### src/rtl/noc_network_interface.sv
// noc_network_interface: bridges a core request/response port to the local
// port of a mesh router. Requests become single-flit packets tagged with an
// 8-bit pkt_id; a scoreboard of MAX_OUTSTANDING slots pairs responses with
// their requests.
// Optional feature: define NOC_NI_TIMEOUT_EN to add per-slot age counters
// that retire a request with an error response after TIMEOUT_CYCLES.
//
// Handshake rule for every valid/ready pair in this file: a transfer happens
// on the rising clock edge where valid and ready are both high. Once valid is
// raised, the payload stays stable until that transfer happens.

package noc_ni_pkg;

    typedef enum logic [1:0] {
        QOS_LOW    = 2'd0,
        QOS_NORMAL = 2'd1,
        QOS_HIGH   = 2'd2,
        QOS_URGENT = 2'd3
    } qos_level_t;

    typedef enum logic [2:0] {
        PKT_READ_REQ   = 3'd0,
        PKT_WRITE_REQ  = 3'd1,
        PKT_READ_RESP  = 3'd2,
        PKT_WRITE_RESP = 3'd3
    } pkt_type_t;

    typedef struct packed {
        logic       head;
        logic       tail;
        logic       multicast;
        logic [3:0] length;
        logic [3:0] src_x;
        logic [3:0] src_y;
        logic [3:0] dst_x;
        logic [3:0] dst_y;
        pkt_type_t  pkt_type;
        qos_level_t qos;
        logic [7:0] pkt_id;
    } noc_header_t;

    typedef struct packed {
        noc_header_t  header;
        logic [255:0] data;
    } noc_flit_t;

endpackage

module noc_network_interface
    import noc_ni_pkg::*;
#(
    parameter int X_COORD         = 0,
    parameter int Y_COORD         = 0,
    parameter int MESH_SIZE_X     = 4,
    parameter int MESH_SIZE_Y     = 4,
    parameter int MAX_OUTSTANDING = 8,
    parameter int TIMEOUT_CYCLES  = 1024
) (
    input  logic         clk,
    input  logic         rst_n,
    // core request
    input  logic         req_valid,
    output logic         req_ready,
    input  logic         req_write,
    input  logic [31:0]  req_addr,
    input  logic [255:0] req_wdata,
    input  qos_level_t   req_qos,
    // core response
    output logic         rsp_valid,
    input  logic         rsp_ready,
    output logic [255:0] rsp_data,
    output logic [7:0]   rsp_id,
    output logic         rsp_error,
    // router inject (to router DIR_LOCAL input)
    output noc_flit_t    flit_out,
    output logic         valid_out,
    input  logic         ready_in,
    // router eject (from router DIR_LOCAL output)
    input  noc_flit_t    flit_in,
    input  logic         valid_in,
    output logic         ready_out,
    // status / debug
    output logic [4:0]   outstanding_count,
    output logic         tx_state_dbg
);

    localparam int SLOT_W = (MAX_OUTSTANDING > 1) ? $clog2(MAX_OUTSTANDING) : 1;

    // Elaboration-time parameter sanity checks.
    if (MAX_OUTSTANDING < 1 || MAX_OUTSTANDING > 16 ||
        (MAX_OUTSTANDING & (MAX_OUTSTANDING - 1)) != 0) begin : g_bad_max
        $error("MAX_OUTSTANDING must be a power of two between 1 and 16");
    end
    if (MESH_SIZE_X < 1 || MESH_SIZE_X > 16 || (MESH_SIZE_X & (MESH_SIZE_X - 1)) != 0 ||
        MESH_SIZE_Y < 1 || MESH_SIZE_Y > 16 || (MESH_SIZE_Y & (MESH_SIZE_Y - 1)) != 0) begin : g_bad_mesh
        $error("MESH_SIZE_X/Y must be powers of two no larger than 16");
    end
    if (TIMEOUT_CYCLES < 1) begin : g_bad_timeout
        $error("TIMEOUT_CYCLES must be at least 1");
    end

    typedef enum logic {
        TX_IDLE = 1'b0,
        TX_HOLD = 1'b1
    } tx_state_t;

    tx_state_t          state_q, state_d;
    noc_flit_t          flit_q, flit_d;
    logic [7:0]         pkt_id_cnt_q, pkt_id_cnt_d;
    logic [MAX_OUTSTANDING-1:0] busy_q, busy_d;
    logic [7:0]         slot_id_q [MAX_OUTSTANDING];
    logic [7:0]         slot_id_d [MAX_OUTSTANDING];
    logic [4:0]         count_q, count_d;
    logic               rsp_valid_q, rsp_valid_d;
    logic               rsp_error_q, rsp_error_d;
    logic [7:0]         rsp_id_q, rsp_id_d;
    logic [255:0]       rsp_data_q, rsp_data_d;

    logic [SLOT_W-1:0]  req_slot;
    logic [SLOT_W-1:0]  ej_slot;
    logic [SLOT_W-1:0]  to_slot;
    logic               req_accept;
    logic               ej_accept;
    logic               ej_match;
    logic               rsp_chan_free;
    logic               to_fire;
    logic               retire;
    noc_flit_t          new_flit;

    // Header fields a response never needs to look at.
    logic unused_flit_bits;
    assign unused_flit_bits = ^{flit_in.header.tail, flit_in.header.multicast,
                                flit_in.header.length, flit_in.header.src_x,
                                flit_in.header.src_y, flit_in.header.dst_x,
                                flit_in.header.dst_y, flit_in.header.qos};

    assign req_slot = SLOT_W'(pkt_id_cnt_q % 8'(MAX_OUTSTANDING));
    assign ej_slot  = SLOT_W'(flit_in.header.pkt_id % 8'(MAX_OUTSTANDING));

    // A request is taken only when the inject register can be refilled this
    // edge and the slot its pkt_id maps onto is free; all terms are pre-edge.
    assign req_ready  = rst_n && ((state_q == TX_IDLE) || ready_in) &&
                        !busy_q[req_slot] && (count_q < 5'(MAX_OUTSTANDING));
    assign req_accept = req_valid && req_ready;

    assign rsp_chan_free = !rsp_valid_q || rsp_ready;
    // A pending timeout owns the response register, so eject stalls then.
    assign ready_out     = rst_n && rsp_chan_free && !to_fire;
    assign ej_accept     = valid_in && ready_out;

    assign ej_match = flit_in.header.head &&
                      ((flit_in.header.pkt_type == PKT_READ_RESP) ||
                       (flit_in.header.pkt_type == PKT_WRITE_RESP)) &&
                      busy_q[ej_slot] &&
                      (slot_id_q[ej_slot] == flit_in.header.pkt_id);

`ifdef NOC_NI_TIMEOUT_EN
    localparam int AGE_W = $clog2(TIMEOUT_CYCLES + 1);

    logic [AGE_W-1:0]           age_q [MAX_OUTSTANDING];
    logic [MAX_OUTSTANDING-1:0] expired;

    // The age counter of a slot reaches TIMEOUT_CYCLES on the edge where the
    // timeout response is registered, so expiry is flagged one count early.
    always_comb begin
        expired = '0;
        to_slot = '0;
        for (int i = 0; i < MAX_OUTSTANDING; i++) begin
            expired[i] = busy_q[i] && (age_q[i] == AGE_W'(TIMEOUT_CYCLES - 1));
        end
        for (int i = MAX_OUTSTANDING - 1; i >= 0; i--) begin
            if (expired[i]) to_slot = SLOT_W'(i);
        end
    end

    assign to_fire = rsp_chan_free && (|expired);

    // Per-slot age: cleared when the slot is claimed, counts while busy.
    always_ff @(posedge clk or negedge rst_n) begin
        if (!rst_n) begin
            for (int i = 0; i < MAX_OUTSTANDING; i++) age_q[i] <= '0;
        end else begin
            for (int i = 0; i < MAX_OUTSTANDING; i++) begin
                if (req_accept && (req_slot == SLOT_W'(i))) begin
                    age_q[i] <= '0;
                end else if (busy_q[i] && (age_q[i] < AGE_W'(TIMEOUT_CYCLES - 1))) begin
                    age_q[i] <= age_q[i] + AGE_W'(1);
                end
            end
        end
    end
`else
    assign to_fire = 1'b0;
    assign to_slot = '0;
`endif

    // Build the single-flit request packet from the core request.
    always_comb begin
        new_flit                  = '0;
        new_flit.header.head      = 1'b1;
        new_flit.header.tail      = 1'b1;
        new_flit.header.multicast = 1'b0;
        new_flit.header.length    = 4'd1;
        new_flit.header.src_x     = 4'(X_COORD);
        new_flit.header.src_y     = 4'(Y_COORD);
        new_flit.header.dst_x     = req_addr[31:28] & 4'(MESH_SIZE_X - 1);
        new_flit.header.dst_y     = req_addr[27:24] & 4'(MESH_SIZE_Y - 1);
        new_flit.header.pkt_type  = req_write ? PKT_WRITE_REQ : PKT_READ_REQ;
        new_flit.header.qos       = req_qos;
        new_flit.header.pkt_id    = pkt_id_cnt_q;
        new_flit.data             = req_write ? req_wdata : '0;
    end

    // TX state register.
    always_ff @(posedge clk or negedge rst_n) begin
        if (!rst_n) state_q <= TX_IDLE;
        else        state_q <= state_d;
    end

    // TX next state: HOLD while a flit waits for the router.
    always_comb begin
        state_d = state_q;
        case (state_q)
            TX_IDLE: if (req_accept) state_d = TX_HOLD;
            TX_HOLD: if (ready_in && !req_accept) state_d = TX_IDLE;
            default: state_d = TX_IDLE;
        endcase
    end

    // TX outputs: a flit is on the link exactly while in HOLD.
    always_comb begin
        valid_out    = (state_q == TX_HOLD);
        tx_state_dbg = state_q;
        flit_d       = req_accept ? new_flit : flit_q;
    end

    // Inject flit register; only reloaded on a request accept.
    always_ff @(posedge clk or negedge rst_n) begin
        if (!rst_n) flit_q <= '0;
        else        flit_q <= flit_d;
    end

    assign flit_out = flit_q;

    // Scoreboard next state: one retirement (timeout or match) and one
    // allocation may happen together; they never touch the same slot.
    always_comb begin
        busy_d       = busy_q;
        slot_id_d    = slot_id_q;
        pkt_id_cnt_d = pkt_id_cnt_q;
        retire       = 1'b0;
        if (to_fire) begin
            busy_d[to_slot] = 1'b0;
            retire          = 1'b1;
        end else if (ej_accept && ej_match) begin
            busy_d[ej_slot] = 1'b0;
            retire          = 1'b1;
        end
        if (req_accept) begin
            busy_d[req_slot]    = 1'b1;
            slot_id_d[req_slot] = pkt_id_cnt_q;
            pkt_id_cnt_d        = pkt_id_cnt_q + 8'd1;
        end
        count_d = count_q + 5'(req_accept) - 5'(retire);
    end

    // Scoreboard registers.
    always_ff @(posedge clk or negedge rst_n) begin
        if (!rst_n) begin
            busy_q       <= '0;
            pkt_id_cnt_q <= '0;
            count_q      <= '0;
            for (int i = 0; i < MAX_OUTSTANDING; i++) slot_id_q[i] <= '0;
        end else begin
            busy_q       <= busy_d;
            pkt_id_cnt_q <= pkt_id_cnt_d;
            count_q      <= count_d;
            for (int i = 0; i < MAX_OUTSTANDING; i++) slot_id_q[i] <= slot_id_d[i];
        end
    end

    assign outstanding_count = count_q;

    // Response next state: timeout first, then eject, else drain on rsp_ready.
    always_comb begin
        rsp_valid_d = rsp_valid_q;
        rsp_error_d = rsp_error_q;
        rsp_id_d    = rsp_id_q;
        rsp_data_d  = rsp_data_q;
        if (to_fire) begin
            rsp_valid_d = 1'b1;
            rsp_error_d = 1'b1;
            rsp_id_d    = slot_id_q[to_slot];
            rsp_data_d  = '0;
        end else if (ej_accept) begin
            rsp_valid_d = 1'b1;
            rsp_error_d = !ej_match;
            rsp_id_d    = flit_in.header.pkt_id;
            rsp_data_d  = flit_in.data;
        end else if (rsp_ready) begin
            rsp_valid_d = 1'b0;
        end
    end

    // Response registers.
    always_ff @(posedge clk or negedge rst_n) begin
        if (!rst_n) begin
            rsp_valid_q <= 1'b0;
            rsp_error_q <= 1'b0;
            rsp_id_q    <= '0;
            rsp_data_q  <= '0;
        end else begin
            rsp_valid_q <= rsp_valid_d;
            rsp_error_q <= rsp_error_d;
            rsp_id_q    <= rsp_id_d;
            rsp_data_q  <= rsp_data_d;
        end
    end

    assign rsp_valid = rsp_valid_q;
    assign rsp_error = rsp_error_q;
    assign rsp_id    = rsp_id_q;
    assign rsp_data  = rsp_data_q;

endmodule

### config.mk
export PLATFORM = sky130hd
export DESIGN_NAME = noc_network_interface
export DESIGN_NICKNAME = d
export VERILOG_FILES = /design/src/rtl/noc_network_interface.sv
export SDC_FILE = /design/constraint.sdc
export NUM_CORES = 1
export LEC_CHECK = 0
export CELL_PAD_IN_SITES_DETAIL_PLACEMENT = 0
export CELL_PAD_IN_SITES_GLOBAL_PLACEMENT = 1
export CORE_AREA = 4 4 444 446
export DETAILED_ROUTE_END_ITERATION = 12
export DIE_AREA = 0 0 448 450
export GPL_ROUTABILITY_DRIVEN = 0
export PLACE_DENSITY = 0.4
export SLEW_MARGIN = 10
export SYNTH_ARGS = -nofsm -noshare
export SYNTH_HDL_FRONTEND = slang
export SYNTH_SLANG_ARGS = --single-unit
### constraint.sdc
create_clock -name clk -period 4.7 [get_ports clk]
set_clock_uncertainty 0.15 [all_clocks]
set_input_delay 0.94 -clock clk [delete_from_list [all_inputs] [get_ports clk]]
set_output_delay 0.94 -clock clk [all_outputs]
set_load 0.02 [all_outputs]
==> results.yml, run 1 <==
outcome:
  outcome: "finished clean"
setup_path:
  critPathMaxStageDelay_ps: 700
  path_depth: 4
  rr_endpoint: "outstanding_count[4]"
  critical_path_required_ps: 3610
  crit_arrival_ps: 3210
  path_max_fanout: 12
  timing.setup.critical_path_class: "reg -> out"
  crit_chain: "mux4_2 > mux2i_1 > and2_1 > clkdlybuf4s50_1"
  r2r_start: "pkt_id_cnt_q[0]"
  end_kind: "primary output"
  r2r_cells: 13
  path_buf_inv: 1
  slowest_stage: "dfrtp_1"
  r2r_slack_ps: 880
  cp-start-kind: "register"
  critPathTopFamily: "multiplexers"
clock_tree:
  cts.htree.levels: 3
  cts_tree: "yes"
  clkTransAtPathRegs_ps: 50
  cts_resized: 0
  root_buffer: "clkbuf_16"
  ctsHoldBuffers: 0
  cts_buffer_depth: 3
  clk_latency_ps: 700
  cts_sinks: 624
  cts_made_buffers: 88
  post-cts-setup-buffers: 0
pwr:
  p_switching_w: 0.00782
  p_comb_share_pct: 34.8
  leakagePower_nw: 18.1
  vdd_drop_max_mv: 0.279
  seq_power_share_pct: 34.4
  power.internal_w: 0.0144
  swShare_pct: 35.2
  p_clk_share_pct: 30.9
  power.density_mw_per_mm2: 536
timing:
  rsz0062_at_grt: "no"
  fin_crit_ps: 4300
  hold_viol: 0
  finalSetupTns_ps: 0
  slew_violations: 0
  post-route-period-util_pct: 91.5
  maxSlewHeadroom_pct: 20.9
  worst-slew-pin-transition_ps: 1190
  setup_slack_ps: 400
  clock.fmax_mhz: 233
  setup_viol: 0
synthesis:
  synthXorXnorAreaFrac_pct: 0.464
  synth_edf_count: 0
  synth_ff_type: "dfrtp_1"
  async_reset_ff_share_pct: 100
  synth-adder-area-share_pct: 0.438
  synth_warnings: 0
  netlist_instances: 2079
  synth_area_mm2: 0.0246
  syn-mean-instance-area_um2: 11.8
  synth_top_family_by_area: "multiplexers"
  seq_area_frac_synth_pct: 63.6
  muxShareOfSynthArea_pct: 15.9
  yosys.area_share.simple_pct: 15.8
  synth.distinct_cells: 42
  synth-seq-cells: 624
  synth_compound_area_share_pct: 0.779
job:
  cap_violations: 0
place:
  dp_hpwl_mm: 92.6
  detailed_place.area_mm2: 0.0385
  dp_slack_ps: 0.0591
  port-buffer-count: 1084
route:
  drt-initial-drc-count: 808
  drc_errors: 0
  vias: 19700
  wl_per_cell_um: 21.6
  antenna_left: 0
  via_per_inst: 3.42
  drt_wl_total_mm: 125
  firstDrtPassIters: 4
global_routing:
  antenna_found_initial: 40
  grt_pass1_vias: 21100
  grt_overflow_total: 0
  grt_pass1_wl_mm: 172
  grt_usage_pct: 12.0
  grt_max_degree: 168
final_layout:
  fin_util_pct: 21.5
  fin_area_mm2: 0.0414
  num-nets-final: 3756
  syn2layout_area_growth_pct: 68.7
  drive_above_1_share_pct: 15.8
worst_hold_path:
  hold_path.class: "in -> async"
die:
  initial_core_util_pct: 12.8
  row_count: 161
  die_w_um: 448
  core_area_mm2: 0.193
  dieArea_mm2: 0.202
  die_h_um: 450
  num_io_pins: 1156
final cells by class:
type                       instances  area [um^2]
fill                           20900       151000
sequential                       624        15600
timing repair buffer            1129        11300
multi-input combinational       1305         8290
tap                             2526         3160
clock buffer                     130         2600
clock inverter                    24          312
antenna                           20         50.0
inverter                          11         48.8
power groups by stage:
stage	clock, W	combinational (W)	sequential, W
after global routing	0.00741	0.00828	0.00784
after CTS	0.00722	0.00794	0.00767
final	0.00686	0.00772	0.00764
after detailed placement	0	0.00792	0.00773
after floorplan	0	0.00170	0.00924
after global placement	0	0.00797	0.00770
sequential cells by signal, summed over array words and instances, names as in the netlist:
signal,cells
rsp_error,1
flit_out,272
tx_state_dbg,1
outstanding_count,5
rsp_id,8
slot_id_q,64
rsp_valid,1
pkt_id_cnt_q,8
busy_q,8
rsp_data,256
metrics by stage:
stage | cells | hold WS [ps] | power (W)
2_1_floorplan | 2096 | 279 | 0.0109
3_3_place_gp | 5595 | 295 | 0.0157
3_5_place_dp | 5595 | 297 | 0.0156
4_1_cts | 5749 | 201 | 0.0228
5_1_grt | 5757 | 238 | 0.0235
6_report | 5769 | 253 | 0.0222
worst register-to-register path, stage by stage, from the launching register on:
cell,delay (ps)
dfrtp_1,700
mux4_2,590
mux2i_1,360
and3_4,410
inv_8,140
ha_1,310
inv_1,60
ha_1,160
inv_1,50
fa_1,380
inv_1,70
a21o_1,100
a21oi_1,70
xor2_1,140
worst max-delay path by stage:
| stage | from | end | slack (ps) |
|---|---|---|---|
| finish | pkt_id_cnt_q[0] | req_ready | 400 |
| global route | pkt_id_cnt_q[0] | req_ready | 200 |
| CTS | pkt_id_cnt_q[0] | req_ready | 220 |
| detailed placement | flit_in[257] | outstanding_count[4] | 0.06 |
| global placement | flit_in[257] | outstanding_count[4] | -5 |
| floorplan | flit_in[256] | outstanding_count[4] | 630 |
metal layers:
metal | up-vias | global-route usage [%] | wire length [um]
met5 | - | 0 | 110
met4 | 18 | 3.85 | 3560
met3 | 157 | 4.77 | 11000
met2 | 689 | 20.8 | 62300
met1 | 9763 | 13.4 | 47600
li1 | 9114 | - | -
cell families (layout without fill, tap and decap cells):
logic type,count (synthesis),in the layout
simple gates,901,901
flops,624,624
mux,339,339
buf+inv,167,1294
compound gates,26,26
xor+xnor,13,13
fa+ha+maj,8,8
other cells,1,38
cells in the final DEF, fill, tap and decap left out, drive strengths merged, types with 18 or more instances in the layout:
| cell type | synthesis | final |
|---|---|---|
| buf | 44 | 46 |
| nand3 | 259 | 259 |
| diode | 0 | 20 |
| clkdlybuf4s50 | 0 | 1082 |
| mux2 | 308 | 308 |
| clkbuf | 112 | 131 |
| dfrtp | 624 | 624 |
| conb | 1 | 18 |
| nand2b | 19 | 19 |
| mux2i | 20 | 20 |
| nand2 | 579 | 579 |
Yosys cell counts, drive strengths merged (2+ instances only):
cell / instances / area share (%)
nand4: 5 / 0.13
a21oi: 5 / 0.10
clkbuf: 112 / 1.7
xnor2: 6 / 0.21
a22oi: 3 / 0.092
and3: 3 / 0.076
a21o: 2 / 0.061
dfrtp: 624 / 64
mux4: 11 / 1.0
inv: 11 / 0.17
nor2b: 8 / 0.20
o41ai: 8 / 0.29
nor3: 2 / 0.087
a22o: 3 / 0.11
and2: 11 / 0.28
nand2b: 19 / 0.48
buf: 44 / 1.1
or3: 2 / 0.051
or2: 2 / 0.051
mux2i: 20 / 0.82
nor2: 7 / 0.12
mux2: 308 / 14
o21ai: 2 / 0.041
ha: 7 / 0.36
xor2: 7 / 0.25
nand2: 579 / 8.8
nand3: 259 / 5.3
No activity file was read; power rests on OpenSTA's default activity.
==> run 2: changes to the inputs <==
--- a/config.mk
+++ b/config.mk
@@ -12,6 +12,7 @@
 export DIE_AREA = 0 0 448 450
 export GPL_ROUTABILITY_DRIVEN = 0
 export PLACE_DENSITY = 0.4
+export REMOVE_ABC_BUFFERS = 1
 export SLEW_MARGIN = 10
 export SYNTH_ARGS = -nofsm -noshare
 export SYNTH_HDL_FRONTEND = slang
==> run 2 against run 1 <==
Compared with the run above:
- die area unchanged
- sequential share of layout area up 0.10 points
- critical path type is now in -> reg
- register-to-register slack gained 390 ps
- largest power group unchanged
- clock power down 3.5%
- count of clock-buffer cells in the layout is 3 higher
- non-clock buffer count grew 7
- total power fell by 1.5%
- setup slack better by 300 ps
- largest cell class unchanged
- combinational power fell by 0.9%
- cell area is 0.27% lower
==> results.yml, run 2 (synthesis results as in run 1) <==
route:
  firstDrtPassIters: 4
  vias: 19600
  antenna_left: 0
  via_per_inst: 3.40
  drt_wl_total_mm: 121
  drt-initial-drc-count: 793
  drc_errors: 0
  wl_per_cell_um: 21.1
setup_path:
  crit_arrival_ps: 4420
  end_kind: "register"
  path_max_fanout: 16
  cp-start-kind: "input pin"
  timing.setup.critical_path_class: "in -> reg"
  critical_path_required_ps: 5120
final_layout:
  largest_reg_flops: 272
  drive_above_1_share_pct: 15.6
  final_cell_mix: "clkdlybuf4s50_1, dfrtp_1, nand2_1"
  syn2layout_area_growth_pct: 68.2
  num-nets-final: 3762
  final_common_cell: "clkdlybuf4s50_1"
  fin_cells: 5770
die:
  num_io_pins: 1156
  initial_core_util_pct: 12.8
  die_w_um: 448
  row_count: 161
  die_h_um: 450
  dieArea_mm2: 0.202
  core_area_mm2: 0.193
pwr:
  power.total_w: 0.0219
  p_comb_share_pct: 34.9
  vdd_drop_max_mv: 0.244
  p_switching_w: 0.00772
  seq_power_share_pct: 34.8
  leakagePower_nw: 18.0
  p_clk_share_pct: 30.2
  swShare_pct: 35.3
  power.density_mw_per_mm2: 530
  power.internal_w: 0.0142
timing:
  worst-slew-pin-transition_ps: 962
  rsz0062_at_grt: "no"
  slew_violations: 0
  fin_crit_ps: 4000
  whs_ps: 310
  setup_viol: 0
  clock.fmax_mhz: 250
  maxSlewHeadroom_pct: 35.8
  post-route-period-util_pct: 85.0
  setup_slack_ps: 704
  hold_viol: 0
place:
  dp_hpwl_mm: 89.3
  dp_slack_ps: -36.0
  dp.cells: 5602
  port-buffer-count: 1084
global_routing:
  grt_pass1_vias: 21000
  grt_overflow_total: 0
  antenna_found_initial: 33
  grt_usage_pct: 11.6
  grt_pass1_wl_mm: 168
  grt_max_degree: 142
clock_tree:
  ctsHoldBuffers: 0
  clkTransAtPathRegs_ps: 60
  post-cts-setup-buffers: 0
  cts_sinks: 624
  cts_made_buffers: 87
  clk_latency_ps: 690
  cts.htree.levels: 3
  cts_buffer_depth: 3
  root_buffer: "clkbuf_16"
  cts_tree: "yes"
  cts_resized: 0
worst_hold_path:
  hold_path.class: "reg -> reg"
job:
  cap_violations: 0
outcome:
  outcome: "finished clean"
[run 2: path summary, 6_finish.rpt]
| check | slack (ps) | start | end | cells past startpoint |
|---|---|---|---|---|
| setup / recovery | 700 | flit_in[257] | outstanding_count[4] | 17 |
| hold / removal | 310 | flit_out[202] | flit_out[202] | 2 |
| setup reg to reg | 1270 | slot_id_q[12] | outstanding_count[4] | 15 |
| hold reg to reg | 310 | flit_out[202] | flit_out[202] | 2 |
| max in group asynchronous | 2140 | rst_n | flit_out[117] | 4 |
| min in group asynchronous | 320 | rst_n | rsp_data[132] | 2 |
[run 2: stage by stage]
stage          cell area [um^2]  utilization [%]  TNS [ps]
5_1_grt                   41300             21.4         0
4_1_cts                   41300             21.4         0
2_1_floorplan             23900                -  -3582930
3_5_place_dp              38500             20.0     -36.0
3_3_place_gp              38500             20.0      -114
6_report                  41300             21.5         0
[run 2: cell type report]
class	count	area, um^2
sequential	624	15600
tap	2526	3160
multi-input combinational	1305	8290
timing repair buffer	1136	11400
antenna	14	35.0
fill	21000	151000
inverter	11	48.8
clock buffer	133	2520
clock inverter	21	241
[run 2: layer usage]
layer | wire (um) | GRT usage, % | vias up
met5 | 155 | 0 | -
met4 | 2840 | 3.82 | 26
met3 | 10300 | 4.24 | 156
met2 | 62300 | 20.8 | 656
met1 | 45900 | 12.7 | 9656
li1 | - | - | 9098
[run 2: power groups by stage]
stage	logic (W)	clock network, W	registers [W]
after floorplan	0.00166	0	0.00928
after global placement	0.00787	0	0.00769
after detailed placement	0.00785	0	0.00770
after CTS	0.00786	0.00699	0.00764
after global routing	0.00818	0.00719	0.00781
final	0.00765	0.00662	0.00762
[run 2: worst max-delay path, cell delays in order]
cell and delay (ps):
clkdlybuf4s50_1 500, buf_12 160, mux2_2 340, mux4_2 460
a21oi_1 140, nand4_1 180, nor3_1 270, buf_4 170
ha_1 210, inv_1 60, ha_1 150, inv_1 50
fa_1 370, inv_1 70, a21o_1 100, a21oi_1 70
xor2_1 140
